==> src/rtl/rf_ctrl_pkg.sv <==
// Shared definitions for the register-file write-port arbiter.
//   XLEN_DEF : default register data width
//   REG_AW   : register address width
//   NREG     : number of architectural registers
//   arb_state_e : arbiter FSM encoding
package rf_ctrl_pkg;
  localparam int XLEN_DEF = 32;
  localparam int REG_AW   = 5;
  localparam int NREG     = 32;

  typedef enum logic {
    NORMAL = 1'b0,
    HOLD   = 1'b1
  } arb_state_e;
endpackage

==> src/rtl/rf_wb_fifo.sv <==
// Small synchronous FIFO holding long-latency results {dest addr, data}.
// Ports:
//   clk, rst              : clock, synchronous active-high reset
//   push, push_addr/data  : write an entry (ignored when full)
//   pop                   : drop the head entry (ignored when empty)
//   full, empty           : status from the registered occupancy count
//   head_addr, head_data  : oldest entry, valid when !empty
module rf_wb_fifo
  import rf_ctrl_pkg::*;
#(
  parameter int XLEN  = XLEN_DEF,
  parameter int DEPTH = 4
) (
  input  logic              clk,
  input  logic              rst,
  input  logic              push,
  input  logic [REG_AW-1:0] push_addr,
  input  logic [XLEN-1:0]   push_data,
  input  logic              pop,
  output logic              full,
  output logic              empty,
  output logic [REG_AW-1:0] head_addr,
  output logic [XLEN-1:0]   head_data
);
  localparam int PW = $clog2(DEPTH);
  localparam int CW = PW + 1;

  logic [REG_AW-1:0] addr_mem [DEPTH];
  logic [XLEN-1:0]   data_mem [DEPTH];
  logic [PW-1:0]     wr_ptr;
  logic [PW-1:0]     rd_ptr;
  logic [CW-1:0]     count;
  logic              do_push;
  logic              do_pop;

  assign full      = (count == CW'(DEPTH));
  assign empty     = (count == '0);
  assign do_push   = push && !full;
  assign do_pop    = pop && !empty;
  assign head_addr = addr_mem[rd_ptr];
  assign head_data = data_mem[rd_ptr];

  // Storage needs no reset: entries are only visible through count.
  always_ff @(posedge clk) begin
    if (do_push) begin
      addr_mem[wr_ptr] <= push_addr;
      data_mem[wr_ptr] <= push_data;
    end
  end

  always_ff @(posedge clk) begin
    if (rst) begin
      wr_ptr <= '0;
      rd_ptr <= '0;
      count  <= '0;
    end else begin
      if (do_push) wr_ptr <= wr_ptr + 1'b1;
      if (do_pop)  rd_ptr <= rd_ptr + 1'b1;
      count <= count + CW'(do_push) - CW'(do_pop);
    end
  end
endmodule

==> src/rtl/rf_wb_arbiter.sv <==
// Arbitrates the register file's single write port between pipeline
// writeback (priority) and buffered long-latency unit results, with a
// starvation guard and a per-register pending scoreboard.
// Ports:
//   clk, rst                        : clock, synchronous active-high reset
//   wb_valid, wb_rd_addr, wb_data   : pipeline writeback request
//   lu_valid, lu_ready, lu_rd_addr, lu_data : LU result handshake
//   pend_set, pend_addr             : mark an issued LU destination pending
//   chk_rs1/rs2/rd_addr, hazard     : issue dependency check
//   wb_stall                        : registered; pipeline holds WB next cycle
//   rf_we, rf_waddr, rf_wdata       : register file write port
//
// state  | meaning
// NORMAL | WB has priority; count cycles the FIFO loses the port
// HOLD   | one cycle, WB stalled so the FIFO head is written
module rf_wb_arbiter
  import rf_ctrl_pkg::*;
#(
  parameter int XLEN       = XLEN_DEF,
  parameter int DEPTH      = 4,
  parameter int STARVE_MAX = 8
) (
  input  logic              clk,
  input  logic              rst,
  input  logic              wb_valid,
  input  logic [REG_AW-1:0] wb_rd_addr,
  input  logic [XLEN-1:0]   wb_data,
  input  logic              lu_valid,
  output logic              lu_ready,
  input  logic [REG_AW-1:0] lu_rd_addr,
  input  logic [XLEN-1:0]   lu_data,
  input  logic              pend_set,
  input  logic [REG_AW-1:0] pend_addr,
  input  logic [REG_AW-1:0] chk_rs1_addr,
  input  logic [REG_AW-1:0] chk_rs2_addr,
  input  logic [REG_AW-1:0] chk_rd_addr,
  output logic              hazard,
  output logic              wb_stall,
  output logic              rf_we,
  output logic [REG_AW-1:0] rf_waddr,
  output logic [XLEN-1:0]   rf_wdata
);
  localparam int CNT_W = $clog2(STARVE_MAX + 1);

  arb_state_e        state_q, state_d;
  logic [CNT_W-1:0]  cnt_q, cnt_d;
  logic              stall_d;
  logic [NREG-1:0]   pend_q, pend_d;

  logic              fifo_push;
  logic              fifo_pop;
  logic              fifo_full;
  logic              fifo_empty;
  logic [REG_AW-1:0] head_addr;
  logic [XLEN-1:0]   head_data;
  logic              wb_take;

  // x0 results complete the handshake but are never stored.
  assign lu_ready  = !rst && !fifo_full;
  assign fifo_push = lu_valid && lu_ready && (lu_rd_addr != '0);

  rf_wb_fifo #(.XLEN(XLEN), .DEPTH(DEPTH)) u_fifo (
    .clk       (clk),
    .rst       (rst),
    .push      (fifo_push),
    .push_addr (lu_rd_addr),
    .push_data (lu_data),
    .pop       (fifo_pop),
    .full      (fifo_full),
    .empty     (fifo_empty),
    .head_addr (head_addr),
    .head_data (head_data)
  );

  // FIFO entries never target x0, so a head write is always real.
  always_comb begin
    rf_we    = 1'b0;
    rf_waddr = '0;
    rf_wdata = '0;
    fifo_pop = 1'b0;
    wb_take  = 1'b0;
    if (!rst) begin
      if ((state_q == NORMAL) && wb_valid && (wb_rd_addr != '0)) begin
        rf_we    = 1'b1;
        rf_waddr = wb_rd_addr;
        rf_wdata = wb_data;
        wb_take  = 1'b1;
      end else if (!fifo_empty) begin
        rf_we    = 1'b1;
        rf_waddr = head_addr;
        rf_wdata = head_data;
        fifo_pop = 1'b1;
      end
    end
  end

  always_comb begin
    state_d = state_q;
    cnt_d   = cnt_q;
    stall_d = wb_stall;
    case (state_q)
      NORMAL: begin
        if (!fifo_empty && wb_take) begin
          if (cnt_q == CNT_W'(STARVE_MAX - 1)) begin
            state_d = HOLD;
            cnt_d   = '0;
            stall_d = 1'b1;
          end else begin
            cnt_d = cnt_q + 1'b1;
          end
        end else begin
          cnt_d = '0;
        end
      end
      HOLD: begin
        state_d = NORMAL;
        cnt_d   = '0;
        stall_d = 1'b0;
      end
      default: begin
        state_d = NORMAL;
        cnt_d   = '0;
        stall_d = 1'b0;
      end
    endcase
  end

  // Set is applied after clear so a same-cycle set on the same register wins.
  always_comb begin
    pend_d = pend_q;
    if (fifo_pop) pend_d[rf_waddr] = 1'b0;
    if (pend_set && (pend_addr != '0)) pend_d[pend_addr] = 1'b1;
    pend_d[0] = 1'b0;
  end

  always_ff @(posedge clk) begin
    if (rst) begin
      state_q  <= NORMAL;
      cnt_q    <= '0;
      wb_stall <= 1'b0;
      pend_q   <= '0;
    end else begin
      state_q  <= state_d;
      cnt_q    <= cnt_d;
      wb_stall <= stall_d;
      pend_q   <= pend_d;
    end
  end

  assign hazard = !rst && (pend_q[chk_rs1_addr] | pend_q[chk_rs2_addr] | pend_q[chk_rd_addr]);
endmodule
==> config.mk <==
export PLATFORM = sky130hd
export DESIGN_NAME = rf_wb_arbiter
export DESIGN_NICKNAME = d
export VERILOG_FILES = /design/src/rtl/rf_ctrl_pkg.sv /design/src/rtl/rf_wb_fifo.sv /design/src/rtl/rf_wb_arbiter.sv
export SDC_FILE = /design/constraint.sdc
export NUM_CORES = 1
export LEC_CHECK = 0
export BUFFER_PORTS_ARGS = -buffer_cell sky130_fd_sc_hd__buf_2
export CAP_MARGIN = 20
export CELL_PAD_IN_SITES_DETAIL_PLACEMENT = 0
export CELL_PAD_IN_SITES_GLOBAL_PLACEMENT = 1
export CORE_MARGIN = 4
export CORE_UTILIZATION = 52
export CTS_BUF_LIST = sky130_fd_sc_hd__clkbuf_4
export DETAILED_ROUTE_END_ITERATION = 12
export PLACE_DENSITY_LB_ADDON = 0.1
export SLEW_MARGIN = 30
export SYNTH_ARGS = -nofsm -noshare
export SYNTH_HDL_FRONTEND = slang
export SYNTH_SLANG_ARGS = --single-unit
export TNS_END_PERCENT = 5
==> constraint.sdc <==
create_clock -name clk -period 4.5 [get_ports clk]
set_input_delay 0.225 -clock clk [delete_from_list [all_inputs] [get_ports clk]]
set_output_delay 0.225 -clock clk [all_outputs]
set_load 0.01 [all_outputs]
# Word level (Yosys, flattened, before mapping)
# Memory sizes are Yosys's and may differ from the RTL's. A register that Yosys moved wholly into a read port is not among the register bits.
# Cells that the tools add are included.
[op_classes] n_addsub=5 magnitude_cmp=7 n_eq_ne=4 muxes=40 n_bitwise=6 n_reduce_logical=20
[ops] cell="32-bit two-way mux" count=5
[ops] cell="32-bit bitwise AND" count=1
[ops] cell="32-bit inverter" count=1
[ops] cell="32-bit bitwise OR" count=1
[ops] cell="5-bit by 6-bit less-than comparator with 1-bit output, second input constant" count=5
[ops] cell="1-bit two-way mux" count=18
[ops] cell="1-bit binary-select mux with 5-bit select" count=3
[ops] cell="5-bit two-way mux" count=3
[ops] cell="5-bit nonzero test" count=3
[ops] cell="1-bit logical AND" count=12
[ops] cell="1-bit demux with 5-bit select" count=2
[ops] cell="5-bit by 1-bit >= comparator with 1-bit output, second input constant" count=2
[ops] cell="2-bit two-way mux" count=4
[ops] cell="4-bit two-way mux" count=2
[ops] cell="4-bit one-hot mux with 2 select lines" count=1
[ops] cell="2-bit by 1-bit adder with 2-bit output, second input constant" count=2
[ops] cell="4-bit by 1-bit adder with 4-bit output, second input constant" count=1
[ops] cell="4-bit by 3-bit == test with 1-bit output, second input constant" count=1
[ops] cell="2-bit by 1-bit != test with 1-bit output, second input constant" count=2
[ops] cell="1-bit one-hot mux with 2 select lines" count=2
[ops] cell="3-bit by 1-bit adder with 3-bit output" count=1
[ops] cell="3-bit == test, second input constant" count=1
[ops] cell="1-bit zero test" count=3
[ops] cell="3-bit zero test" count=1
[ops] cell="other kinds (4)" count=5
[totals] register_bits=45 ramBits=148 inputBits=99 output_inout_bits=41 elab_cells=92 memories=2
[memory_table] name="u_fifo.data_mem" words=4 width=32 read_ports=1 rd_ports_with_merged_regs=1 wr=1 line="rf_wb_fifo.sv:29" source="logic [XLEN-1:0] data_mem [DEPTH];"
[memory_table] name="u_fifo.addr_mem" words=4 width=5 read_ports=1 rd_ports_with_merged_regs=1 wr=1 line="rf_wb_fifo.sv:28" source="logic [REG_AW-1:0] addr_mem [DEPTH];"

# Logic depth before layout (Yosys ltp)
# Gate-level depths: netlist (run 1).
[logic_depth] ltp_word=14 ltp_mapped=14 ltp_nobuf=11

# Cells and area by module
# Synthesis (run 1) repeated with hierarchy kept, for this count alone.
[hier_totals] cells_unflattened=587 area_unflattened_um2=8961.1
[by_module_without_submodules] module="rf_wb_fifo" n_inst=1 cells_per_inst=244 area_each_um2=5871.9 seq_area_each_um2=4624.4
[by_module_without_submodules] module="rf_wb_arbiter" n_inst=1 cells_per_inst=343 area_each_um2=3089.2 seq_area_each_um2=740.7

# Worst setup path after synthesis (run 1)
# Ideal clock, no wire load.
[synth_path] path_kind="in2reg" startpoint="in wb_rd_addr[2]" endpoint="reg u_fifo.count[2]" setup_ns=0.128 t_arrival_ns=2.601 required_time_ns=4.372 path_slack_ns=1.771 cell_stages=13 path_buffers=2 cell_sequence="or3_1 -> o31ai_4 -> buf_6 -> nand2_1 -> nor2_2 -> buf_2 -> ha_1 -> inv_1 -> ha_1 -> inv_1 -> fa_1 -> xnor2_1 -> nor2_1"
[synth_via] elab_chain_cells=6
[synth_lines] element="from (decl)" line="rf_wb_arbiter.sv:26" source="input logic [REG_AW-1:0] wb_rd_addr,"
[synth_lines] element="5-bit nonzero test" line="rf_wb_arbiter.sv:83" source="if ((state_q == NORMAL) && wb_valid && (wb_rd_addr != '0)) begin"
[synth_lines] element="1-bit logical AND" line="rf_wb_arbiter.sv:83"
[synth_lines] element="1-bit two-way mux" line="rf_wb_arbiter.sv:83"
[synth_lines] element="1-bit two-way mux" line="rf_wb_arbiter.sv:82" source="if (!rst) begin"
[synth_lines] element="1-bit logical AND" line="rf_wb_fifo.sv:39" source="assign do_pop = pop && !empty;"
[synth_lines] element="net u_fifo.do_pop" line="rf_wb_fifo.sv:34" source="logic do_pop;"
[synth_lines] element="3-bit by 1-bit subtractor with 3-bit output" line="rf_wb_fifo.sv:59" source="count <= count + CW'(do_push) - CW'(do_pop);"
[synth_lines] element="to (signal assigned)" line="rf_wb_fifo.sv:59"
[synth_lines] element="to (decl)" line="rf_wb_fifo.sv:32" source="logic [CW-1:0] count;"
# The timed path passes the listed nets, and every way through them passes these cells.
# A chain may end at the register's enable or synchronous reset.

# Worst setup path in the final report (run 1)
[layout_path] startpoint="reg state_q" endpoint="out rf_wdata[21]"
[layout_via] elab_chain_cells=5
[layout_lines] element="from (decl)" line="rf_wb_arbiter.sv:45" source="arb_state_e state_q, state_d;"
[layout_lines] element="from (signal assigned)" line="rf_wb_arbiter.sv:143" source="state_q <= state_d;"
[layout_lines] element="1-bit inverter"
[layout_lines] element="1-bit logical AND (2 in series)" line="rf_wb_arbiter.sv:83"
[layout_lines] element="32-bit two-way mux" line="rf_wb_arbiter.sv:83"
[layout_lines] element="32-bit two-way mux" line="rf_wb_arbiter.sv:82"
[layout_lines] element="to (decl)" line="rf_wb_arbiter.sv:41" source="output logic [XLEN-1:0] rf_wdata"
# Every way passes these cells.

==> results.json, run 1 <==
{
  "status": "finished, final reports clean",
  "cts-root-buf": "clkbuf_4",
  "worstMarginPinSlew_ns": 0.9378,
  "cp_slowest_stage_delay_ns": 0.60,
  "antenna_found_initial": 3,
  "worst_ep_required_time_ns": 4.28,
  "synthTopCellsByCount": "148 x edfxtp_1, 55 x mux4_2, 49 x nor2_1",
  "grt_pass1_wl_um": 31930,
  "io_pins": 140,
  "num_rows": 47,
  "final_net_count": 861,
  "crit_type": "reg -> out",
  "drv_cap": 0,
  "synth_edf_count": 148,
  "synth_ff_type": "edfxtp_1",
  "r2r_setup_slack_ns": 1.38,
  "via_count": 5918,
  "syn-instance-count": 591,
  "port_buffers": 139,
  "ir_drop_mv": 0.2656,
  "fin_crit_sh_pct": 72.97,
  "stdcell_count": 988,
  "cts_tree": "built",
  "p_leak_nw": 3.686,
  "clock_latency_ns": 0.60,
  "synth.net_count": 698,
  "yosys.area_share.xor_xnor_pct": 0.5963,
  "ys_seq_elements": 194,
  "fin_crit_ns": 3.284,
  "synth.avg_cell_area_um2": 14.91,
  "yosys.cell_count.top_type": "edfxtp_1",
  "numCtsBuffers": 17,
  "synth-compound-area-share_pct": 9.470,
  "synth_area_um2": 8812,
  "path_clk_slew_ns": 0.17,
  "synth-async-reset-ratio_pct": 0,
  "cellPowerDensity_nw_per_um2": 385.4,
  "cts_buffer_depth": 2,
  "worstPathArrival_ns": 3.06,
  "ys.warnings.count": 0,
  "synth_top_area_share_pct": 50.43,
  "synth_top_family_by_area": "multiplexers",
  "crit_chain": "nor2b_1 -> o31ai_4 -> nor2_4 -> buf_4 -> a22o_1 -> buf_2",
  "cts_max_level": 4,
  "fmax_mhz": 304.5,
  "synth-simple-area-share_pct": 9.201,
  "worst-path-max-fanout": 20,
  "coreArea_um2": 16580,
  "die_h_um": 138.2,
  "area_growth_pct": 18.02,
  "dp_cells": 915,
  "grt_use_total_pct": 21.29,
  "worst_hold_path_type": "in -> reg",
  "grt_max_degree": 38,
  "cts_sinks": 194,
  "cp_slowest_cell": "nor2b_1",
  "finalWeightedCongestion": 0.7943,
  "cp-start-kind": "flop",
  "drc_errors": 0,
  "synth_fa_ha_area_share_pct": 1.221,
  "synthTopCellsByArea": "edfxtp_1 50%, mux4_2 14%, dfxtp_1 10%",
  "totalNegativeSetupSlack_ns": 0,
  "firstDrtPassIters": 5,
  "ys_types": 56,
  "drive_gt1_share_pct": 33.64,
  "slew_violations": 0,
  "place.detailed.hpwl_um": 13670,
  "finalHoldViolCount": 0,
  "cts_resized": 0,
  "start_util_pct": 53.14,
  "cp-end-kind": "output port",
  "setup_viol": 0,
  "max-slew-margin-rel_pct": 37.41,
  "yosysSeqAreaShare_pct": 60.88,
  "yosys.area.top_type": "edfxtp_1",
  "wl_per_cell_um": 20.48,
  "grt_pass1_vias": 5953,
  "grt_overflow_total": 0,
  "rsz0062_at_grt": "false",
  "avgViaCountPerCell": 5.990,
  "die-area_um2": 19090,
  "antenna_left": 0,
  "fill_cells": 1267,
  "clock_skew_ns": 0.03062,
  "drtIter0Drc": 543,
  "die_w_um": 138.2,
  "routed_wl_um": 20240,
  "muxShareOfSynthArea_pct": 16.36
}
## layer usage
layer / up-vias / share of wire [%] / track usage (%)
li1: 2703 / - / -
met5: - / 0.099 / 0
met3: 27 / 5.3 / 4.558
met4: 4 / 1.3 / 5.824
met1: 2989 / 41 / 27.21
met2: 195 / 52 / 37.13
## report_power, final
group	internal, W	switching [W]
registers	0.00201	0.0000569
logic	0.000440	0.000506
clock network	0.000287	0.000711
## critical path: cells and delay by family, from the launching register on
kind	cells	cell delay [ns]
AO/OA/AOI/OAI	2	0.52
buffers and inverters	2	0.44
flip-flops	1	0.35
AND/OR/NAND/NOR	2	1.16
## state kept, by name, summed over array words and instances (netlist names), named ones only
name	count
u_fifo.rd_ptr	2
u_fifo.data_mem	128
u_fifo.addr_mem	20
u_fifo.wr_ptr	2
pend_q	31
u_fifo.count	3
state_q	1
cnt_q	4
wb_stall	1
## through the flow
stage / utilization (%) / power, W / hold WS [ns] / setup slack (ns) / area [um^2]
after floorplan: - / 0.002756 / 0.3239 / 1.772 / 8812
after global placement: 58.19 / 0.003008 / 0.4338 / 1.213 / 9649
after detailed placement: 58.22 / 0.003028 / 0.4412 / 1.136 / 9654
after CTS: 62.62 / 0.004034 / 0.02264 / 0.8121 / 10390
after global routing: 62.71 / 0.004200 / 0.04679 / 0.9432 / 10400
final: 62.71 / 0.004008 / 0.08066 / 1.216 / 10400
## repair_timing
item                      CTS  global route
hold endpoints to repair  151             0
hold buffers               39             0
setup buffers               0             0
## worst paths after layout
path                      from  cells after the start               to
setup reg to reg       state_q                     12  u_fifo.count[2]
setup / recovery       state_q                      6     rf_wdata[21]
hold / removal    pend_addr[4]                      4        pend_q[1]
hold reg to reg       wb_stall                      1         wb_stall
## layout by cell type (no fill, tap or decap), drive strengths merged, types with 3 or more instances in the layout
master	instances
a21oi	31
a32oi	6
nand2	10
inv	15
nand2b	3
and2	4
buf	144
nand3	12
clkinv	6
dfxtp	46
or3	5
ha	7
nor4b	3
clkbuf	17
nor2	50
mux2i	18
a22o	32
o21ai	35
edfxtp	148
mux4	55
nor3	32
and4bb	3
xor2	3
dlygate4sd3	39
nand4	3
o311ai	3
nor2b	5
xnor2	3
## kinds of logic (layout without fill, tap and decap cells)
family | count (synthesis) | in the layout
flip-flops | 194 | 194
AND/OR/NAND/NOR | 143 | 143
AO/OA/AOI/OAI | 119 | 119
multiplexers | 75 | 75
buffers and inverters | 46 | 222
adder cells (fa/ha/maj) | 8 | 8
XOR/XNOR | 6 | 6
other | 0 | 1
## final cells by class
cell class	count	area, um^2	area share (%)
tap	220	275.3	2.647
clock buffer	17	127.6	1.227
antenna	1	2.502	0.02406
timing repair buffer	183	1124	10.80
clock inverter	15	212.7	2.045
multi-input combinational	351	3264	31.39
sequential	194	5368	51.61
inverter	7	26.28	0.2526
Note: power is estimated with default switching activity, not from simulation.
==> inputs of run 2 (changes only) <==
--- a/config.mk
+++ b/config.mk
@@ -10,7 +10,7 @@
 export CELL_PAD_IN_SITES_DETAIL_PLACEMENT = 0
 export CELL_PAD_IN_SITES_GLOBAL_PLACEMENT = 1
 export CORE_MARGIN = 4
-export CORE_UTILIZATION = 52
+export CORE_UTILIZATION = 49
 export CTS_BUF_LIST = sky130_fd_sc_hd__clkbuf_4
 export DETAILED_ROUTE_END_ITERATION = 12
 export PLACE_DENSITY_LB_ADDON = 0.1
==> constraint.sdc (replaced) <==
create_clock -name clk -period 3.3 [get_ports clk]
set_input_delay 0.165 -clock clk [delete_from_list [all_inputs] [get_ports clk]]
set_output_delay 0.165 -clock clk [all_outputs]
set_load 0.01 [all_outputs]
==> run 2 against run 1 <==
Net effect:
- global-route usage is 0.52 points lower
- final area rose by 0.71%
- register-to-register slack worse by 0.61 ns
- routed wire length increased by 1.6%
- final cell count is 1.6% higher
- critical path depth down 2
- first-iteration DRC count fell by 36%
- non-clock buffer count up 11
- hold slack improved by 0.014 ns
==> results.json, run 2 (synthesized netlist as in run 1, its figures left out) <==
{
  "combPwrFrac_pct": 23.4,
  "crit_chain": "buf_4 -> mux4_2 -> a22o_1 -> buf_2",
  "cts-root-buf": "clkbuf_4",
  "reg.largest.list": "u_fifo.data_mem (128), pend_q (31), u_fifo.addr_mem (20)",
  "firstDrtPassIters": 5,
  "drc_errors": 0,
  "cellPowerDensity_nw_per_um2": 517.9,
  "cts_tree": "built",
  "worst_hold_path_type": "in -> reg",
  "worstMarginPinSlew_ns": 0.7262,
  "final_net_count": 872,
  "path_clk_slew_ns": 0.16,
  "cts_resized": 0,
  "clock_power_share_pct": 24.4,
  "grt_pass1_wl_um": 32530,
  "worst-path-max-fanout": 24,
  "antenna_left": 0,
  "start_util_pct": 50.42,
  "fmax_mhz": 345.9,
  "clock_latency_ns": 0.57,
  "cts_sinks": 194,
  "worst_ep_required_time_ns": 3.13,
  "coreArea_um2": 17480,
  "area_growth_pct": 18.86,
  "slew_violations": 0,
  "fin_crit_sh_pct": 87.61,
  "antenna_found_initial": 1,
  "num_rows": 48,
  "wl_per_cell_um": 20.47,
  "final_cell_mix": "148 x edfxtp_1, 139 x buf_2, 55 x mux4_2",
  "cts_max_level": 4,
  "p_sw_w": 0.001699,
  "setup_viol": 0,
  "via_count": 5915,
  "p_leak_nw": 3.737,
  "finalWeightedCongestion": 0.8426,
  "place_ws_ns": 0.7362,
  "finalHoldViolCount": 0,
  "placed_area_um2": 9731,
  "grt_use_total_pct": 20.77,
  "grt_pass1_vias": 6206,
  "numCtsBuffers": 17,
  "die_h_um": 142.1,
  "place.detailed.hpwl_um": 14200,
  "grt_overflow_total": 0,
  "cp-start-kind": "flop",
  "cts_buffer_depth": 2,
  "avgViaCountPerCell": 5.891,
  "regMostFlops": "u_fifo.data_mem",
  "cp_slowest_cell": "dfxtp_2",
  "drtIter0Drc": 348,
  "final_common_cell": "edfxtp_1",
  "totalNegativeSetupSlack_ns": 0,
  "rsz0062_at_grt": "false",
  "stdcell_area_um2": 10470,
  "crit_type": "reg -> out",
  "power_frac_seq_pct": 52.2,
  "port_buffers": 139,
  "largest_reg_flops": 128,
  "fill_cells": 1349,
  "drive_gt1_share_pct": 34.32,
  "ir_drop_mv": 0.3022,
  "io_pins": 140,
  "hold_buffers": 41,
  "fin_crit_ns": 2.891,
  "worstPathArrival_ns": 2.73,
  "timing.final.ws_setup_ns": 0.4089,
  "die_w_um": 142.1,
  "status": "finished, final reports clean",
  "max-slew-margin-rel_pct": 51.59,
  "cts_setup_buffers": 0,
  "p_int_w": 0.003726,
  "clock_skew_ns": 0.01637,
  "routed_wl_um": 20550,
  "switching_share_pct": 31.32,
  "die-area_um2": 20190,
  "cp_slowest_stage_delay_ns": 0.68,
  "grt_max_degree": 38,
  "drv_cap": 0,
  "cp-end-kind": "output port"
}
==> run 2: cell count changes in the layout (fill, tap and decap cells not counted), sizes merged <==
cell and delta:
inv -1, clkinv +2, dlygate4sd3 +2, clkinvlp -1, buf +9
==> run 2: power by group through the flow <==
stage | clock, W | sequential, W | combinational, W
final | 0.00132 | 0.00283 | 0.00127
after detailed placement | 0 | 0.00289 | 0.00124
after CTS | 0.00136 | 0.00284 | 0.00129
after global placement | 0 | 0.00289 | 0.00123
after global routing | 0.00148 | 0.00285 | 0.00138
after floorplan | 0 | 0.00283 | 0.000932
==> run 2: critical path: cells and delay by family (launching register included) <==
family                 cells  cell delay, ns
flip-flops                 1            0.68
multiplexers               1            0.62
buffers and inverters      2            0.66
AO/OA/AOI/OAI              1            0.20
==> run 2: cell type report <==
class	count	area, um^2	area share, %
clock buffer	17	127.6	1.218
tap	225	281.5	2.688
multi-input combinational	351	3254	31.07
timing repair buffer	194	1211	11.56
clock inverter	15	202.7	1.935
inverter	7	26.28	0.2509
sequential	194	5368	51.25
antenna	1	2.502	0.02389
==> run 2: per-layer routing <==
metal	global-route usage, %	wire length (um)
met3	4.503	1274
met5	0	0
met1	26.40	8322
met4	5.909	344
met2	36.10	10610
==> run 2: path summary, 6_finish.rpt <==
check / from / cells past startpoint / slack [ns] / endpoint
max: flop / 4 / 0.41 / rf_wdata[24]
min: lu_valid / 4 / 0.09 / u_fifo.wr_ptr[0]
max reg2reg: flop / 5 / 0.77 / pend_q[2]
min reg2reg: cnt_q[0] / 1 / 0.47 / cnt_q[0]
==> run 2: metrics by stage <==
step	cells	utilization [%]	total power, W	hold WS [ns]
floorplan	591	-	0.003758	0.2639
global placement	930	55.68	0.004114	0.3735
detailed placement	930	55.68	0.004134	0.3810
CTS	1003	59.92	0.005482	0.05841
global route	1004	59.93	0.005710	0.09835
finish	1004	59.93	0.005425	0.09496
